### src/rtl/id_ex_stage.sv
// ID/EX pipeline register: latches decoded operands/control, generates the ALU code,
// inserts load-use bubbles. Define ID_EX_FORWARD_EN to enable EX/MEM and MEM/WB operand forwarding.
module id_ex_stage (
  input  logic        clock,
  input  logic        reset,
  input  logic        id_valid,
  input  logic [31:0] id_rs_data,
  input  logic [31:0] id_rt_data,
  input  logic [31:0] id_imm,
  input  logic [4:0]  id_rs,
  input  logic [4:0]  id_rt,
  input  logic [4:0]  id_rd,
  input  logic [5:0]  id_funct,
  input  logic [1:0]  id_alu_op,
  input  logic [5:0]  id_ctrl,
  input  logic        flush,
  input  logic        exmem_reg_write,
  input  logic [4:0]  exmem_rd,
  input  logic [31:0] exmem_result,
  input  logic        memwb_reg_write,
  input  logic [4:0]  memwb_rd,
  input  logic [31:0] memwb_result,
  output logic        hazard_stall,
  output logic        ex_valid,
  output logic [3:0]  alu_control,
  output logic [31:0] alu_in1,
  output logic [31:0] alu_in2,
  output logic [31:0] ex_rt_data,
  output logic [4:0]  ex_dest,
  output logic [3:0]  ex_ctrl
);

  logic        r_valid;
  logic [3:0]  r_alu_control;
  logic [31:0] r_rs_data;
  logic [31:0] r_rt_data;
  logic [31:0] r_imm;
  logic [4:0]  r_rs;
  logic [4:0]  r_rt;
  logic [4:0]  r_dest;
  logic        r_alu_src;
  logic [3:0]  r_ctrl;

  logic [3:0]  w_alu_code;
  logic        w_bubble;
  logic [31:0] w_fwd_a;
  logic [31:0] w_fwd_b;

  // ALU control code from alu_op, with funct decode for R-type
  always_comb begin
    w_alu_code = 4'b1111;
    case (id_alu_op)
      2'b00: w_alu_code = 4'b0010;
      2'b01: w_alu_code = 4'b0110;
      2'b10: begin
        case (id_funct)
          6'b100000: w_alu_code = 4'b0010;
          6'b100010: w_alu_code = 4'b0110;
          6'b100100: w_alu_code = 4'b0000;
          6'b100101: w_alu_code = 4'b0001;
          6'b101010: w_alu_code = 4'b0111;
          6'b100111: w_alu_code = 4'b1100;
          default:   w_alu_code = 4'b1111;
        endcase
      end
      default: w_alu_code = 4'b1111;
    endcase
  end

  // ctrl bit 3 of the registered field is mem_read
  assign hazard_stall = id_valid & r_valid & r_ctrl[3] & (r_dest != 5'd0) &
                        ((r_dest == id_rs) | (r_dest == id_rt));

  assign w_bubble = flush | hazard_stall | ~id_valid;

  always_ff @(posedge clock) begin
    if (reset || w_bubble) begin
      r_valid       <= 1'b0;
      r_alu_control <= 4'd0;
      r_rs_data     <= 32'd0;
      r_rt_data     <= 32'd0;
      r_imm         <= 32'd0;
      r_rs          <= 5'd0;
      r_rt          <= 5'd0;
      r_dest        <= 5'd0;
      r_alu_src     <= 1'b0;
      r_ctrl        <= 4'd0;
    end else begin
      r_valid       <= 1'b1;
      r_alu_control <= w_alu_code;
      r_rs_data     <= id_rs_data;
      r_rt_data     <= id_rt_data;
      r_imm         <= id_imm;
      r_rs          <= id_rs;
      r_rt          <= id_rt;
      r_dest        <= id_ctrl[4] ? id_rd : id_rt;
      r_alu_src     <= id_ctrl[5];
      r_ctrl        <= id_ctrl[3:0];
    end
  end

`ifdef ID_EX_FORWARD_EN
  // EX/MEM has priority over MEM/WB; register 0 is never forwarded
  always_comb begin
    w_fwd_a = r_rs_data;
    if (exmem_reg_write && (exmem_rd != 5'd0) && (exmem_rd == r_rs))
      w_fwd_a = exmem_result;
    else if (memwb_reg_write && (memwb_rd != 5'd0) && (memwb_rd == r_rs))
      w_fwd_a = memwb_result;
  end

  always_comb begin
    w_fwd_b = r_rt_data;
    if (exmem_reg_write && (exmem_rd != 5'd0) && (exmem_rd == r_rt))
      w_fwd_b = exmem_result;
    else if (memwb_reg_write && (memwb_rd != 5'd0) && (memwb_rd == r_rt))
      w_fwd_b = memwb_result;
  end
`else
  logic w_unused_fwd;
  assign w_unused_fwd = ^{exmem_reg_write, exmem_rd, exmem_result,
                          memwb_reg_write, memwb_rd, memwb_result, r_rs};
  assign w_fwd_a = r_rs_data;
  assign w_fwd_b = r_rt_data;
`endif

  assign alu_in1     = w_fwd_a;
  assign alu_in2     = r_alu_src ? r_imm : w_fwd_b;
  assign ex_rt_data  = w_fwd_b;
  assign ex_valid    = r_valid;
  assign alu_control = r_alu_control;
  assign ex_dest     = r_dest;
  assign ex_ctrl     = r_ctrl;

endmodule

### config.mk
export PLATFORM = sky130hd
export DESIGN_NAME = id_ex_stage
export DESIGN_NICKNAME = d
export VERILOG_FILES = /design/src/rtl/id_ex_stage.sv
export SDC_FILE = /design/constraint.sdc
export NUM_CORES = 1
export LEC_CHECK = 0
export CAP_MARGIN = 40
export CORE_AREA = 2 2 121 123
export CTS_CLUSTER_DIAMETER = 100
export DETAILED_ROUTE_END_ITERATION = 10
export DIE_AREA = 0 0 123 125
export GPL_TIMING_DRIVEN = 0
export HOLD_SLACK_MARGIN = 0.15
export PLACE_DENSITY = 0.71
export REMOVE_ABC_BUFFERS = 1
export SETUP_SLACK_MARGIN = 0.15
export SLEW_MARGIN = 0
export SYNTH_ARGS = -nofsm -noshare
export SYNTH_HDL_FRONTEND = slang
export SYNTH_SLANG_ARGS = --single-unit
### constraint.sdc
create_clock -name clock -period 1.8 [get_ports clock]
set_clock_uncertainty 0.15 [all_clocks]
set_input_delay 0.45 -clock clock [delete_from_list [all_inputs] [get_ports clock]]
set_output_delay 0.45 -clock clock [all_outputs]
set_load 0.01 [all_outputs]
* Word level (Yosys, flattened, before mapping)
Cells that the tools add are included.
** Cells by class
- Equality and inequality tests :: 10
- Multiplexer cells :: 5
- Bitwise logic cells :: 8
- Reductions and logical operators :: 3
** Operator list (count)
- 6-bit equality test, second input constant :: 6
- 32-bit two-way mux :: 1
- 4-bit case mux with 6 select lines :: 1
- 4-bit case mux with 3 select lines :: 1
- 5-bit equality test :: 2
- 5-bit two-way mux :: 1
- 5-bit nonzero test :: 1
- 1-bit AND :: 4
- 1-bit bitwise OR :: 3
- 2-bit by 1-bit equality test with 1-bit output, second input constant :: 1
- 2-bit equality test, second input constant :: 1
- 2-bit zero test :: 1
- 1-bit logical OR :: 1
- 1-bit two-way mux :: 1
- 1-bit inverter :: 1
** Storage, ports and cells
- Flip-flop bits (word level) :: 111
- Bits of input ports :: 205
- Output and inout bits :: 111
- Word-level logic and storage cells :: 34

* Logic depth before layout (Yosys ltp)
- Depth in word-level cells :: 8
- Gate-level depth with buffers :: 7
- Gate-level depth less buffers :: 5

* Least setup slack after synthesis
OpenSTA, ideal clock, no wires.
- Path kind :: register to output
- Start :: reg r_alu_src
- End :: out alu_in2[10]
- Data arrival time :: 1201 ps
- Data required time :: 1200 ps
- Setup slack :: -1 ps
- Stages on the path, launching flop included :: 4
- Path buffers :: 2
- Cell sequence :: dfxtp_1 -> clkbuf_1 -> buf_1 -> mux2_2
** On the way
- Word-level cells in the longest chain between the ends :: 1
** RTL lines
- start, declared :: line 41 : logic r_alu_src;
- start signal, assigned :: line 97 : r_alu_src <= id_ctrl[5];
- 32-bit two-way mux :: line 128 : assign alu_in2 = r_alu_src ? r_imm : w_fwd_b;
- end, declared :: line 27 : output logic [31:0] alu_in2,
Every way passes these cells.

* Worst setup path in the final report
- Start :: reg r_dest[2], in the netlist ex_dest[2]
- End :: reg r_imm[20]
** On the way
- Word-level cells in the longest chain between the ends :: 6
- Elaborated cells between the ends (all ways) :: 9
- Classes of those cells :: eq/ne (2); bitwise (5); reduce/logical (2)
** RTL lines
- start, declared :: line 40 : logic [4:0] r_dest;
- start signal, assigned :: line 96 : r_dest <= id_ctrl[4] ? id_rd : id_rt;
- 5-bit equality test / 5-bit nonzero test (equally long branches) :: line 72, 71
- 1-bit bitwise OR / 1-bit AND (equally long branches) :: line 72, 71
- 1-bit AND (*) :: line 71 : assign hazard_stall = id_valid & r_valid & r_ctrl[3] & (r_dest != 5'd0) &
- 1-bit bitwise OR (*) (2 in a row) :: line 74 : assign w_bubble = flush | hazard_stall | ~id_valid;
- 1-bit logical OR (*) :: line 77 : if (reset || w_bubble) begin
- end signal, assigned :: line 93 : r_imm <= id_imm;
- end, declared :: line 37 : logic [31:0] r_imm;
Every way passes the cells marked *; elsewhere a longest branch is shown, timed or not.
A chain may end at the register's enable or synchronous reset.

==> impl_metrics.yaml <==
run_status:
  status: "finished with violations"
  failed_checks: "negative setup slack"
sta:
  setup_viol: 136
  max_freq_mhz: 487
  fin_hold_ws_ns: 0.415
  hold_viol_final: 0
  tns_ns: -26.49
  setup_slack_ns: -0.254
  rsz0062_at_grt: "true"
  slew_violations: 0
  worst_pin_slew_ns: 0.397
  final.period_utilization_pct: 114
  relSlewSlack_pct: 73.2
  fin_crit_ns: 2.05
synthesis:
  ys_seq_area_share_pct: 61.0
  yosys_warnings: 0
  synthCells: 309
  syn-cell-area_mm2: 0.00364
  synth_edf_count: 0
  ys_ff_latch: 111
  yosys.cell_count.top_type: "dfxtp_1"
  ys_types: 24
  synthTopCellsByArea: "dfxtp_1 (61%), and2_1 (18%), mux2_2 (9.9%), xnor2_1 (2.6%), mux2i_1 (1.4%)"
  synth_ff_type: "dfxtp_1"
  synth_top_area_share_pct: 61.0
  ys_top_cells_by_count: "dfxtp_1 (111), and2_1 (102), mux2_2 (32)"
  async_flop_share_pct: 0
  synth_largest_area_cell: "dfxtp_1"
  syn_area_per_cell_um2: 11.8
floorplan:
  start_util_pct: 25.6
  chipWidth_um: 123
  core_mm2: 0.0142
  floorplan.rows: 44
  io_pins: 316
  die_h_um: 125
  die-area_mm2: 0.0154
clock_tree:
  root_buffer: "clkbuf_16"
  cts-buffers-inserted: 9
  clk_pin_slew_ns: 0.07
  cts_sinks: 111
  cts_hold_buffers: 0
  cts_tree: "done"
  clk_latency_ns: 0.34
  cts_buffer_depth: 2
  cts_max_level: 3
hold_path:
  min-delay-start: "id_rt[4]"
  hp-class: "input pin to register"
  whs_path_depth: 3
  min_to: "ex_dest[4]"
route:
  vias: 3265
  drc_errors: 0
  vias_per_cell: 4.20
  wl_um: 13100
  drt_iter0_drc: 45
  drtAntennaViolNets: 0
  wl_per_cell_um: 16.8
  drt-pass1-iter-count: 4
grt:
  grt_max_degree: 18
  gr-usage-all-layers_pct: 16.5
  use_met2_pct: 29.1
  grt_antenna_before_repair: 0
  grt_pass1_wl_um: 18900
  busiest_layer: "met2"
  use_met1_pct: 17.9
  met3_usage_pct: 5.47
  grt_overflow: 0
  grt_pass1_vias: 3497
placed_design:
  place_area_mm2: 0.00625
  place.gp.congestion: 0.763
  io_buffers: 239
  place_hpwl_um: 7820
  dp_cells: 718
layout:
  area_delta_synth_final_pct: 113
  nets: 795
  fill_cells: 1197
  drive_gt1_share_pct: 39.4
  antenna_cells: 0
  final_cell_count_no_fill: 778
  fin_area_mm2: 0.00775
critical_path:
  worstPathRequired_ns: 1.90
  crit_slowest_cell: "dfxtp_4"
  crit_arrival_ns: 2.15
  cp_num_buf_inv: 6
  path_cells: "xnor2_2 -> nand3_1 -> o22ai_2 -> buf_4 -> buf_6 -> buf_6 -> a21oi_4 -> buf_8 -> buf_12 -> clkbuf_16 -> and2_4"
  r2r_start: "ex_dest[2]"
  critical_path_class: "register to register"
  crit_top_cell: "buf_6"
  endpoint_kind: "register"
  cp-start-kind: "register"
  slowest_delay_ns: 0.37
  cp_max_fo: 6
  rrSetupSlack_ns: -0.25
  crit_family: "buffers and inverters"
  reg2reg_to: "r_imm[20]"
  reg2regPathDepth: 11
job:
  maxCapViolCount: 0
power:
  peakVddDrop_mv: 0.590
  power_density_mw_per_mm2: 703
  leakage_nw: 3.55
  total_power_w: 0.00545
[state kept, by name, summed over array words and instances (netlist names)]
name	count
r_alu_src	1
r_imm	32
alu_control	4
alu_in1	32
ex_ctrl	4
ex_valid	1
ex_dest	5
ex_rt_data	32
[where the power goes]
group / total [W] / internal [W] / switching (W)
Clock: 0.00207 / 0.00119 / 0.000883
Combinational: 0.000827 / 0.000573 / 0.000254
Sequential: 0.00255 / 0.00252 / 0.0000279
[area by class of cell]
cell class / instances / area, µm² / share of cell area [%]
multi-input cells: 181 / 1750 / 22.6
flip-flops and latches: 111 / 2240 / 28.9
repair buffers: 286 / 3220 / 41.5
clock inverters: 2 / 38.8 / 0.500
clock buffers: 13 / 270 / 3.49
inverters: 1 / 3.75 / 0.0484
well taps: 184 / 230 / 2.97
[cells by family after synthesis]
group | Yosys count | share of synthesized area [%]
AO/OA/AOI/OAI | 8 | 2.06
XOR/XNOR | 11 | 2.65
buffers and inverters | 18 | 2.47
flip-flops | 111 | 61.0
multiplexers | 37 | 11.3
AND/OR/NAND/NOR | 124 | 20.5
[worst register-to-register path: cells and delay by family, from the launching register on]
kind / cells / cell delay [ns]
AO/OA/AOI/OAI: 2 / 0.25
XOR/XNOR: 1 / 0.15
buffers and inverters: 6 / 0.78
flip-flops: 1 / 0.37
AND/OR/NAND/NOR: 2 / 0.26
[layout by cell type (no fill, tap or decap), types with 6 or more instances in the layout]
cell type,n
clkdlybuf4s50_1,117
clkbuf_16,13
and2_4,88
and2_1,14
buf_12,12
buf_4,6
mux2_4,32
dlygate4sd2_1,83
nor3_1,7
buf_6,41
xnor2_2,6
buf_16,13
dfxtp_1,105
[worst max-delay path by stage]
stage / startpoint / endpoint / slack (ns) / cells past startpoint
global placement: id_rt[1] / alu_control[3] / -1.55 / 6
global route: ex_dest[2] / r_imm[20] / -0.30 / 11
detailed placement: id_rt[1] / hazard_stall / -1.10 / 6
floorplan: id_rs[0] / alu_control[0] / -0.34 / 5
CTS: r_alu_src / alu_in2[0] / -0.25 / 4
finish: ex_dest[2] / r_imm[20] / -0.25 / 11
[timing repair]
action,CTS,global route
setup endpoints to repair,222,141
gates resized for setup,372,61
gates cloned,12,4
pin swaps,47,50
setup buffers,26,3
[stage by stage]
step	utilization, %	setup WS, ns
after floorplan	-	-0.337
after global placement	43.5	-1.55
after detailed placement	44.0	-1.10
after CTS	52.4	-0.252
after global routing	54.6	-0.303
final	54.6	-0.254
[layer usage]
layer / up-vias / wire length, µm / part of all wire (%)
li1: 1566 / - / -
met1: 1532 / 5050 / 39
met2: 150 / 6650 / 51
met3: 17 / 1120 / 8.6
met4: 0 / 268 / 2.0
met5: - / 0 / 0
No activity file was read; power rests on OpenSTA's default activity.
